$ cat config.mk
export PLATFORM = sky130hd
export DESIGN_NAME = max_idx_10
export DESIGN_NICKNAME = d
export VERILOG_FILES = /design/src/rtl/max_idx_10.sv
export SDC_FILE = /design/constraint.sdc
export NUM_CORES = 1
export LEC_CHECK = 0
export CORE_AREA = 5 5 141 143
export DETAILED_ROUTE_END_ITERATION = 6
export DIE_AREA = 0 0 146 148
export SYNTH_ARGS = -nofsm -noshare
export SYNTH_HDL_FRONTEND = slang
export SYNTH_SLANG_ARGS = --single-unit
$ cat constraint.sdc
create_clock -name clk -period 3.3 [get_ports clk]
set_input_delay 0.66 -clock clk [delete_from_list [all_inputs] [get_ports clk]]
set_output_delay 0.66 -clock clk [all_outputs]
set_load 0.05 [all_outputs]
$ cat src/rtl/max_idx_10.sv
// Sequential arg-max over ten signed values: capture on start, scan one element
// per clock, then hold a sticky result until reset.
module max_idx_10 #(
  parameter int WIDTH = 8
) (
  input  logic                    clk,
  input  logic                    reset,
  input  logic signed [WIDTH-1:0] inputs [10],
  input  logic                    start,
  output logic [3:0]              idx,
  output logic                    done,
  output logic [1:0]              o_state
);

  typedef enum logic [1:0] {
    S_IDLE = 2'd0,
    S_SCAN = 2'd1,
    S_DONE = 2'd2
  } state_t;

  state_t                  r_state;
  logic signed [WIDTH-1:0] r_vals [10];
  logic signed [WIDTH-1:0] r_best_val;
  logic [3:0]              r_best_idx;
  logic [3:0]              r_ptr;

  logic signed [WIDTH-1:0] w_cur;
  logic                    w_gt;
  logic [3:0]              w_new_idx;

  assign o_state = r_state;

  always_comb begin
    w_cur = r_vals[0];
    for (int i = 1; i < 10; i++) begin
      if (r_ptr == 4'(i)) w_cur = r_vals[i];
    end
  end

  // Strictly greater keeps the lowest index on ties.
  assign w_gt      = (w_cur > r_best_val);
  assign w_new_idx = w_gt ? r_ptr : r_best_idx;

  always_ff @(posedge clk or posedge reset) begin
    if (reset) begin
      r_state    <= S_IDLE;
      r_best_val <= '0;
      r_best_idx <= 4'd0;
      r_ptr      <= 4'd0;
      idx        <= 4'd0;
      done       <= 1'b0;
      for (int i = 0; i < 10; i++) r_vals[i] <= '0;
    end else begin
      case (r_state)
        S_IDLE: begin
          if (start) begin
            for (int i = 0; i < 10; i++) r_vals[i] <= inputs[i];
            r_best_val <= inputs[0];
            r_best_idx <= 4'd0;
            r_ptr      <= 4'd1;
            r_state    <= S_SCAN;
          end
        end
        S_SCAN: begin
          if (w_gt) r_best_val <= w_cur;
          r_best_idx <= w_new_idx;
          if (r_ptr == 4'd9) begin
            // idx only ever sees the final answer, never an intermediate best.
            idx     <= w_new_idx;
            done    <= 1'b1;
            r_state <= S_DONE;
          end else begin
            r_ptr <= r_ptr + 4'd1;
          end
        end
        S_DONE: begin
          r_state <= S_DONE;
        end
        default: r_state <= S_IDLE;
      endcase
    end
  end

endmodule

# ---- Yosys cells after proc, flatten, opt, wreduce, memory -nomap -nowiden
# Cells that the tools add are included.
dict set report totals {
  inputBits 83
  output_inout_bits 7
  word_cells 62
  regBits 103
}
dict set report classes {
  mux 21
  eq_ne 15
  order_cmp 1
  reduce_logical 8
  addsub 1
}
# operator count
set ops {}
lappend ops {{two-way mux 8 bit} 11}
lappend ops {{== test 4 x 3 -> 1 bit (second input constant)} 4}
lappend ops {{two-way mux 4 bit} 4}
lappend ops {{case mux 4 bit (2 select lines)} 2}
lappend ops {{case mux 8 bit (2 select lines)} 1}
lappend ops {{== test 4 x 2 -> 1 bit (second input constant)} 2}
lappend ops {{== test 4 bit (second input constant)} 2}
lappend ops {{> comparator 8 bit} 1}
lappend ops {{inequality test 2 bit (second input constant)} 4}
lappend ops {{AND reduction 2 bit} 4}
lappend ops {{case mux 2 bit (3 select lines)} 1}
lappend ops {{AND reduction 3 bit} 2}
lappend ops {{adder 4 x 1 -> 4 bit (second input constant)} 1}
lappend ops {{== test 4 x 1 -> 1 bit (second input constant)} 1}
lappend ops {{two-way mux 2 bit} 2}
lappend ops {{== test 2 x 1 -> 1 bit (second input constant)} 1}
lappend ops {{== test 2 bit (second input constant)} 1}
lappend ops {{logical NOT 2 bit} 1}
lappend ops {{nonzero test 2 bit} 1}

# ---- Logic depth before layout (Yosys ltp)
# Gate-level depths: netlist (run 1).
dict set report logic_depth {
  ltp_word 13
  ltp_mapped 18
  depth_no_buf 15
}

# ---- Least setup slack after synthesis (run 1)
# Ideal clock, no wire load.
dict set report synth_path {
  path_kind {register to register}
  start {register r_ptr[0]}
  end {register idx[1]}
  n_path_buf 4
  stages_incl_launch_ff 18
  setup_ps 133
  arrival_time_ps 3080
  synth_period_minus_slack_ps 3213
  required_ps 3167
  setup_slack_ps 87
  path_cell_list {dfrtp_1 -> inv_1 -> ha_1 -> buf_2 -> buf_2 -> buf_6 -> a211oi_1 -> a2111oi_4 -> o22ai_1 -> inv_1 -> ha_1 -> nor3_1 -> nand2_1 -> o21ai_1 -> o22a_1 -> buf_2 -> mux2i_1 -> o21ai_0}
}
dict set report synth_between {
  elab_chain_cells 12
  word_cells_on_any_way 21
  cone_classes {order compare: 1; eq/ne: 9; mux: 10; reduce/logical: 1}
}
# element line_no
set synth_rtl {}
lappend synth_rtl {{start: declaration} 25} ;# logic [3:0] r_ptr;
lappend synth_rtl {{start signal: assignment} 73} ;# r_ptr <= r_ptr + 4'd1;
lappend synth_rtl {{== test 4 x 1 -> 1 bit} 36} ;# if (r_ptr == 4'(i)) w_cur = r_vals[i];
lappend synth_rtl {{two-way mux 8 bit (9 in series)} 36}
lappend synth_rtl {{> comparator 8 bit} 41} ;# assign w_gt = (w_cur > r_best_val);
lappend synth_rtl {{two-way mux 4 bit} 42} ;# assign w_new_idx = w_gt ? r_ptr : r_best_idx;
lappend synth_rtl {{end signal: assignment} 69} ;# idx <= w_new_idx;
lappend synth_rtl {{end: declaration} 10} ;# output logic [3:0] idx,
# Several ways; a longest one is shown, not always the timed one.
# A chain may end at the register's enable or synchronous reset.

# ---- Worst setup path after layout (run 1)
dict set report layout_path {
  start {register r_ptr[1]}
  end {register r_best_val[6]}
}
dict set report layout_between {
  elab_chain_cells 13
  word_cells_on_any_way 23
  cone_classes {order compare: 1; eq/ne: 10; mux: 11; reduce/logical: 1}
}
# element line_no
set layout_rtl {}
lappend layout_rtl {{== test 4 x 1 -> 1 bit} 36}
lappend layout_rtl {{two-way mux 8 bit (8 in series)} 36}
lappend layout_rtl {{two-way mux 8 bit *} 36}
lappend layout_rtl {{> comparator 8 bit} 41}
lappend layout_rtl {{inequality test 2 bit (no line)} --}
lappend layout_rtl {{AND reduction 3 bit (no line)} --}
lappend layout_rtl {{end signal: assignment} 58} ;# r_best_val <= inputs[0];
lappend layout_rtl {{end signal: assignment} 65} ;# if (w_gt) r_best_val <= w_cur;
lappend layout_rtl {{end: declaration} 23} ;# logic signed [WIDTH-1:0] r_best_val;
# Mark *: on every way between the ends. The rest lies on a longest branch, timed or not. The select of a mux whose other input is x is not followed.

==> metrics.yaml, run 1 <==
yosys_warnings: 0
drv_cap: 0
vias: 4444
die_h_um: 148
drv_slew: 0
cp-end-kind: "flop"
clock-root-buffer: "clkbuf_16"
synth_fp_nets: 594
finalWirelength_um: 15420
power.total_w: 0.007800
drt-wirelength-per-cell_um: 17.90
start_util_pct: 29.36
drc: 0
powerDensity_nw_per_um2: 1041
layout_setup_ws_ns: 0.003418
finalInstanceArea_um2: 7496
fillers: 1713
io_buffers: 89
core_area_um2: 18460
synth_seq_cells: 103
path_clk_slew_ns: 0.07
clockBufferDepth: 2
async_reset_ff_share_pct: 100.0
power_leakage_nw: 3.086
clk_latency_ns: 0.35
vdd_drop_max_uv: 386.0
cts.sinks: 103
cts_tree: "yes"
ant_nets: 0
fin_crit_ns: 3.297
grt-ovfl-total: 0
synth_ff_type: "dfrtp_1"
syn_area_um2: 5419
htreeDepth: 3
tightest_slew_ns: 0.5546
antenna_found_initial: 0
antenna_cells: 0
yosysSeqAreaShare_pct: 47.56
numCtsBuffers: 9
relSlewSlack_pct: 63.03
startpoint_type: "flop"
die_w_um: 146
dp_hpwl_um: 11130
die_area_um2: 21610
critPathMaxFanout: 12
setup_violations: 0
synthToLayoutAreaGrowth_pct: 38.33
grt_pass1_vias: 4478
placed_cell_area_um2: 6820
hp-class: "flop to flop"
grt.total_usage_pct: 13.67
grt_max_degree: 104
final_hold_viol_count: 0
ios: 90
critical_path_class: "flop to flop"
avgViaCountPerCell: 5.161
num_rows: 50
outcome: "finished clean"
arrival_ns: 3.55
cp_data_required_time_ns: 3.56
synth-edff-count: 0
gp_congestion: 0.8936
drt_iter0_markers: 363
fin_nets: 719
fin_crit_sh_pct: 99.90
final_layout_size_suffix_gt1_share_pct: 32.22
synth_cell_types: 49
pre_cts_slack_ns: -0.1972
first_pass_iters: 5
avgSynthCellArea_um2: 10.90
finClkSkew_ns: 0.01114
max_freq_ghz: 0.3033
grt_pass1_wl_um: 23690
postSynthCellCount: 497
sequential cells by signal (all words and copies together) (netlist names):
signal      cells
idx             4
done            1
r_best_idx      4
o_state         2
r_ptr           4
r_vals         80
r_best_val      8
kinds of logic (layout without fill, tap and decap cells):
family / count (synthesis) / after routing / synth area share [%]
multiplexers: 85 / 85 / 17.59
AND/OR/NAND/NOR: 133 / 133 / 12.68
AO/OA/AOI/OAI: 106 / 106 / 14.20
adder cells (fa/ha/maj): 14 / 14 / 3.233
buffers and inverters: 56 / 186 / 4.733
flip-flops: 103 / 103 / 47.56
layout make-up:
cell class / instances / area, um2 / area share [%]
multi-input cells: 338 / 2836 / 37.84
flip-flops and latches: 103 / 2579 / 34.40
repair buffers: 146 / 1406 / 18.76
clock inverters: 4 / 28.78 / 0.3839
clock buffers: 12 / 256.5 / 3.422
inverters: 24 / 96.34 / 1.285
well taps: 234 / 292.8 / 3.906
layout by cell type, fill, tap and decap left out, types with 3 or more instances in the layout:
cell type	netlist	routed
a21oi_2	0	3
o21ai_0	13	9
o21bai_1	5	5
nor3_2	0	4
o21ai_1	1	4
o31ai_1	7	7
buf_12	0	4
clkbuf_16	0	10
nand3_1	11	11
a211oi_2	0	3
o22ai_2	1	7
nand4_1	5	5
buf_4	4	46
mux2_2	82	82
a21oi_1	24	21
a221oi_2	1	6
buf_6	2	4
a211oi_1	8	5
clkinvlp_4	0	3
inv_1	24	21
ha_4	0	5
a221oi_1	12	6
nor2_1	28	28
nor3_1	11	7
clkdlybuf4s50_1	0	89
mux2i_1	3	3
ha_1	14	8
nand2_1	34	33
nand2b_1	7	7
dfrtp_1	103	102
nor2b_1	12	12
nor3b_1	13	13
a2111oi_2	0	3
nand3b_1	3	3
o221ai_1	10	8
cells in the mapped netlist (all sizes together), types with 6 or more instances:
master   instances  share of area (%)
nor2            31                2.5
nor3            11                1.0
o22ai            9                1.2
a2111oi          6                1.3
ha              14                3.2
nand3           11                1.0
mux2            82                 17
o31ai            7               0.97
nor3b           13                1.8
buf             19                2.2
dfrtp          103                 48
a221oi          13                2.2
o21ai           14                1.3
nand2b           7               0.81
clkbuf          13               0.90
inv             24                1.7
a21oi           24                2.2
nand2           34                2.4
a211oi           8                1.1
o221ai          10                1.6
nor2b           12                1.4
metal layers:
layer | track usage, % | vias to the layer above | part of all wire [%]
li1 | - | 2066 | -
met1 | 18.56 | 2203 | 45
met2 | 21.80 | 148 | 48
met3 | 2.912 | 27 | 4.3
met4 | 4.657 | 0 | 2.7
met5 | 0 | - | 0
worst max-delay path, cell delays in order (launching register included):
cell and delay [ns]:
dfrtp_1 0.43, buf_6 0.15, ha_4 0.17, buf_12 0.15, nor2_2 0.14, buf_6 0.15, nor2_8 0.04, o22ai_2 0.19
a2111oi_4 0.10, o22ai_2 0.21, inv_1 0.11, ha_4 0.29, nor3_2 0.04, a21oi_1 0.17, o21ai_2 0.09, o22a_2 0.23
a21o_4 0.27, a221oi_2 0.27
final timing paths:
path,start,endpoint,slack (ns),cells past startpoint
setup reg to reg,r_ptr[1],r_best_val[6],0.003,17
max in group asynchronous,reset,r_ptr[0],2.07,3
hold / removal,done,done,0.47,1
hold reg to reg,done,done,0.47,1
min in group asynchronous,reset,done,0.79,3
setup / recovery,r_ptr[1],r_best_val[6],0.003,17
report_power, final:
group,total [W],switching (W),internal (W)
Sequential,0.00239,0.000496,0.00189
Clock,0.00101,0.000460,0.000554
Combinational,0.00440,0.00216,0.00224
repair_timing:
item | in CTS | in global routing
pin swaps | 7 | 20
setup buffers | 0 | 14
hold endpoints to repair | 0 | 0
cloned | 1 | 1
hold buffers | 0 | 0
gates resized for setup | 21 | 43
endpoints found under the setup margin | 16 | 13
metrics by stage:
stage	hold WS (ns)	TNS (ns)	instances	util, %
after floorplan	0.4701	0	497	-
after global placement	0.4614	-1.085	831	36.96
final	0.4689	0	861	40.62
after global routing	0.4987	-0.5961	861	40.62
after detailed placement	0.4612	-2.169	831	36.96
after CTS	0.4784	0	848	39.23
Power figures use the tool's default switching activity.
==> inputs of run 2 (changes only) <==
--- a/config.mk
+++ b/config.mk
@@ -5,9 +5,10 @@
 export SDC_FILE = /design/constraint.sdc
 export NUM_CORES = 1
 export LEC_CHECK = 0
-export CORE_AREA = 5 5 141 143
+export CORE_AREA = 5 5 127 159
+export CTS_BUF_LIST = sky130_fd_sc_hd__clkbuf_4 sky130_fd_sc_hd__clkbuf_8 sky130_fd_sc_hd__clkbuf_16
 export DETAILED_ROUTE_END_ITERATION = 6
-export DIE_AREA = 0 0 146 148
+export DIE_AREA = 0 0 132 164
 export SYNTH_ARGS = -nofsm -noshare
 export SYNTH_HDL_FRONTEND = slang
 export SYNTH_SLANG_ARGS = --single-unit
==> metrics.yaml, run 2 (same netlist as run 1, synthesis figures left out) <==
clk_latency_ns: 0.35  # about the same
antenna_found_initial: 0  # unchanged
top_register: "r_vals"
path_clk_slew_ns: 0.07  # about the same
largest_registers: "r_vals (80), r_best_val (8)"
cts_tree: "yes"
outcome: "finished clean"
arrival_ns: 3.47  # -0.08 ns
drt-wirelength-per-cell_um: 18.11  # +1.2%
layout_setup_ws_ns: 0.05667  # +0.05325 ns
final_layout_size_suffix_gt1_share_pct: 37.14  # +4.9 points
hp-class: "flop to flop"
final_common_cell: "dfrtp_1"
grt.total_usage_pct: 13.80  # +0.13 points
fin_crit_sh_pct: 98.28  # -1.6 points
ios: 90  # unchanged
p_sw_w: 0.003248  # +4.2%
ant_nets: 0  # unchanged
intPower_w: 0.004887  # +4.3%
p_clk_share_pct: 13.4  # +0.4 points
crit_top_cell: "buf_12"
die_w_um: 132  # -9.6%
finClkSkew_ns: 0.005463  # -0.005674 ns
first_pass_iters: 5  # unchanged
numCtsBuffers: 9  # unchanged
startpoint_type: "flop"
path_cells: "inv_2 -> ha_4 -> buf_12 -> buf_12 -> buf_12 -> a2111oi_4 -> o221ai_2 -> o22ai_2 -> ha_1 -> o21ai_2 -> a21oi_2 -> o21ai_2 -> o22a_2 -> buf_6 -> mux2i_1 -> o21ai_1"
avgViaCountPerCell: 5.138  # -0.45%
grt_pass1_wl_um: 24060  # +1.5%
dp_hpwl_um: 11490  # +3.2%
drt_iter0_markers: 319  # -12%
finalWirelength_um: 15470  # +0.35%
cp_data_required_time_ns: 3.53  # -0.03 ns
core_area_um2: 18570  # +0.61%
die_h_um: 164  # +11%
setup_violations: 0  # unchanged
vias: 4388  # -1.3%
swShare_pct: 39.93  # about the same
cts_hold_buf: 0  # unchanged
fin_crit_ns: 3.243  # -0.05325 ns
drv_cap: 0  # unchanged
synthToLayoutAreaGrowth_pct: 43.20
combinationalPowerShare_pct: 57.1  # +0.7 points
grt-ovfl-total: 0  # unchanged
powerDensity_nw_per_um2: 1048  # +0.75%
mostFrequentLayoutCells: "100 x dfrtp_1, 89 x clkdlybuf4s50_1, 82 x mux2_2, 39 x buf_4, 33 x nand2_1"
start_util_pct: 29.18  # -0.18 points
drc: 0  # unchanged
grt_pass1_vias: 4531  # +1.2%
cpMaxStageDelayCell: "a2111oi_4"
hold_depth: 1  # unchanged
fillers: 1728  # +0.88%
num_rows: 56  # +12%
cp-end-kind: "flop"
rr_worst_depth: 16  # -1
power_leakage_nw: 3.144  # +1.9%
die_area_um2: 21650  # +0.19%
relSlewSlack_pct: 59.59  # -3.4 points
cts.sinks: 103  # unchanged
final_hold_viol_count: 0  # unchanged
grt_max_degree: 81  # -22%
gp_congestion: 0.9209  # +3.1%
max_freq_ghz: 0.3083  # +1.6%
seq_power_share_pct: 29.5  # -1.1 points
crit_path_max_incr_delay_ns: 0.40  # -0.03 ns
vdd_drop_max_uv: 379.2  # -1.8%
whs_ns: 0.4634  # -0.005571 ns
io_buffers: 89  # unchanged
critPathMaxFanout: 12  # unchanged
largest_register_ffs: 80  # unchanged
critical_path_class: "flop to flop"
tightest_slew_ns: 0.6049  # +0.05024 ns
drv_slew: 0  # unchanged
clockBufferDepth: 2  # unchanged
htreeDepth: 3  # unchanged
clock-root-buffer: "clkbuf_16"
pre_cts_slack_ns: -0.3103  # -0.1132 ns
antenna_cells: 0  # unchanged
fin_nets: 715  # -0.56%
rsz0062_at_grt: "true"
[run 2: worst max-delay path, delay by kind of cell (launching register included)]
kind,cells,cell delay [ns]
AOI/OAI and AO/OA,8,1.41
DFF,1,0.39
adders and majority gates,2,0.48
buffers and inverters,5,0.64
muxes,1,0.19
[run 2: metal layers]
layer  global-route usage [%]  share of wire [%]  vias up
met5                        0                  0        -
met4                    5.192                2.8        0
met2                    23.47                 51      128
met3                    2.359                3.6       35
li1                         -                  -     2057
met1                    17.62                 42     2168
[run 2: worst paths after layout]
check                          from  slack, ns    endpoint
min reg2reg                    done       0.46        done
max reg2reg                r_ptr[0]       0.06      idx[0]
max                        r_ptr[0]       0.06      idx[0]
min                            done       0.46        done
max in group asynchronous     reset       1.81  r_vals[21]
min in group asynchronous     reset       0.73      idx[1]
[run 2: repair_timing]
item / CTS / global route
gates resized for setup: 27 / 79
pin swaps: 7 / 24
hold endpoints to repair: 0 / 0
setup endpoints to repair: 16 / 16
setup buffers: 5 / 5
cloned: 0 / 4
[run 2: area by class of cell]
cell class,instances,area (um2),area share (%)
clock buffer,12,260.3,3.354
clock inverter,3,42.54,0.5482
inverter,24,93.84,1.209
multi-input combinational,339,3064,39.49
sequential,103,2581,33.26
tap,232,290.3,3.741
timing repair buffer,141,1428,18.40
[run 2: stage by stage]
stage	TNS [ns]	instances	power (W)	area [um2]	utilization [%]
6_report	0	854	0.008135	7760	41.79
4_1_cts	-0.002903	845	0.007377	7247	39.03
3_3_place_gp	-2.628	825	0.005926	6800	36.62
2_1_floorplan	0	497	0.004740	5423	-
3_5_place_dp	-3.924	825	0.006025	6800	36.62
5_1_grt	-0.3562	854	0.008644	7760	41.79
[run 2: power groups by stage]
stage / Combinational (W) / Clock, W / Sequential (W)
6_report: 0.00465 / 0.00109 / 0.00240
3_5_place_dp: 0.00364 / 0 / 0.00239
4_1_cts: 0.00390 / 0.00111 / 0.00237
5_1_grt: 0.00503 / 0.00115 / 0.00246
2_1_floorplan: 0.00246 / 0 / 0.00228
3_3_place_gp: 0.00355 / 0 / 0.00237
==> RTL edit: new RTL, config.mk and constraints of run 1 <==
The parameter `WIDTH` goes from 8 to 12.
--- a/src/rtl/max_idx_10.sv
+++ b/src/rtl/max_idx_10.sv
@@ -1,7 +1,7 @@
 // Sequential arg-max over ten signed values: capture on start, scan one element
 // per clock, then hold a sticky result until reset.
 module max_idx_10 #(
-  parameter int WIDTH = 8
+  parameter int WIDTH = 12
 ) (
   input  logic                    clk,
   input  logic                    reset,
Ports: changed (resized inputs); port bits go from 90 to 130. The function was not compared with the original's and may differ.
==> RTL edit against run 1 <==
- the run now ends with negative setup slack left
- core utilization up 17 points
- synthesized area rose by 41%
- power increased by 54%
- cell area up 41%
- critical path type unchanged
- worst setup slack got worse by 610 ps
- fmax down 16%
- sequential cell count up 44
- largest cell class unchanged
- routed wire length rose by 46%
- clock skew rose by 2.6 ps
==> RTL edit: results (changes against run 1) <==
Routing
  – Wirelength per Cell: 19.7 µm (+10%)
  – DR vias: 6,237 (+40%)
  – 1st-iter DRT viols: 475 (+31%)
  – WL final: 22.5 mm (+46%)

Critical path
  – Crit Path Max Fanout: 8 (-4)
  – CP startpoint: r_ptr[1]$_DFFE_PP0P_
  – Worst Setup EP: r_best_val[0]$_DFFE_PP0P_
  – Worst reg-to-reg path cell count: 18 (+1)

Clock network
  – Skew-Pair Late Insertion Delay: 430 ps (+80 ps)
  – H-tree levels: 4 (+1)
  – Cts bufs inserted: 17 (+8)
  – Root buf cell: clkbuf_16

Yosys
  – Register area share after synthesis: 0.481 (+0.00546)
  – Unique masters post-synth: 58 (+18%)
  – Leading post-synthesis cells by cell area: dfrtp_1, mux2_2, ha_1
  – Top cell types by occurrence after synthesis: dfrtp_1, mux2_2, nand2_1
  – Mapped Avg Cell Area: 10.9 µm² (-0.11%)
  – Syn Nets: 843 (+42%)

Status
  – Failing checks: negative setup slack
  – Status: finished with violations

Power and ir drop
  – Internal power: 7470 µW (+59%)
  – Leakage: 0.00447 µW (+45%)
  – Max VDD drop: 0.000558 V (+45%)

GRT
  – First-pass GRT wire length: 35.4 mm (+49%)
  – All-Layer GR Usage: 0.208 (+0.0709)
  – Pin count of the biggest net entering global routing: 148 (+42%)
  – Number of global-route vias before repair: 6,522 (+46%)

Timing
  – Worst Max-Slew Pin Slew: 855 ps (+300 ps)
  – Setup violators final: 20 (+20)
  – Fin Setup TNS: -10,660 ps (-10,660 ps)
  – Clock Skew: 13.8 ps (+2.61 ps)
  – Final setup margin: -607 ps (-611 ps)

Final layout
  – Fillers: 1,578 (-7.9%)
  – Largest regs: r_vals (120), r_best_val (12)
  – Fraction of layout instances using a drive strength above 1: 0.319 (-0.00358)
  – Final nets: 1,034 (+44%)
  – Diode count: 0 (unchanged)

Place
  – Dpl ws: -788 ps (-590 ps)
  – I/O Buffers: 129 (+45%)
  – Placed instance area: 9720 µm² (+42%)
  – Gpl congestion: 0.993 (+11%)
  – HPWL reported at the end of detailed placement: 16.6 mm (+49%)
  – Placed cells: 1,094 (+32%)
[RTL edit: changes by cell type after synthesis, moves of 10 or more]
cell      before  now
o21ai_0       13   40
nand2_1       34   47
clkbuf_1      13   35
o211ai_1       1   11
nor2_1        28   42
mux2_2        82  127
a31oi_1        0   21
a21oi_1       24   37
nor4_1         0   11
dfrtp_1      103  147
[RTL edit: logic make-up (layout without fill, tap and decap cells)]
family,count (synthesis),in the layout,share of synthesized area
muxes,136,136,0.201
buffers and inverters,69,270,0.0367
AOI/OAI and AO/OA,152,152,0.131
and+or+nand+nor,180,181,0.121
adders and majority gates,18,18,0.0295
DFF,147,147,0.481
[RTL edit: worst min-delay path by stage]
stage / cells past startpoint / end / slack, ps / start
floorplan: 1 / r_best_idx[3]$_DFFE_PP0P_ / 460 / r_best_idx[3]$_DFFE_PP0P_
global route: 1 / done$_DFFE_PP0P_ / 510 / done$_DFFE_PP0P_
global placement: 1 / done$_DFFE_PP0P_ / 450 / done$_DFFE_PP0P_
finish: 1 / done$_DFFE_PP0P_ / 470 / done$_DFFE_PP0P_
detailed placement: 1 / done$_DFFE_PP0P_ / 460 / done$_DFFE_PP0P_
CTS: 1 / done$_DFFE_PP0P_ / 470 / done$_DFFE_PP0P_
[RTL edit: repair_timing]
action                     CTS  global route
resized for setup           12            23
cloned                       1             1
pin swaps                    7             9
setup endpoints to repair   20            20
setup buffers                5             8
[RTL edit: area by class of cell]
type / count / area, µm² / area share
sequential: 147 / 3680 / 0.347
multi-input combinational: 487 / 3870 / 0.365
timing repair buffer: 219 / 2070 / 0.195
clock inverter: 10 / 150 / 0.0142
inverter: 21 / 82.6 / 0.00779
tap: 234 / 293 / 0.0276
clock buffer: 20 / 457 / 0.0431
[RTL edit: power by group through the flow]
stage / sequential [µW] / combinational [µW] / clock (µW)
floorplan: 3240 / 3810 / 0
global placement: 3340 / 5770 / 0
CTS: 3340 / 6180 / 2040
detailed placement: 3360 / 5900 / 0
finish: 3360 / 6680 / 2010
global route: 3450 / 7190 / 2120
[RTL edit: metal layers]
layer  track usage  part of all wire  vias up
met1         0.288              0.47     3117
met5             0                 0        -
met4        0.0466             0.010        0
met2         0.336              0.47      185
met3        0.0457             0.048       23
li1              -                 -     2912
[RTL edit: worst max-delay path: stages, from the launching register on]
cell and delay (ps):
dfrtp_2 440, buf_6 130, ha_4 180, or4b_4 590, buf_6 160, nor2_4 60, nor4_1 50, o211ai_1 340
a31oi_1 160, ha_1 320, nand2_2 70, buf_4 140, a21oi_2 120, o31ai_2 90, a21oi_2 230, o41ai_4 90
buf_4 170, clkbuf_16 160, mux2_4 290
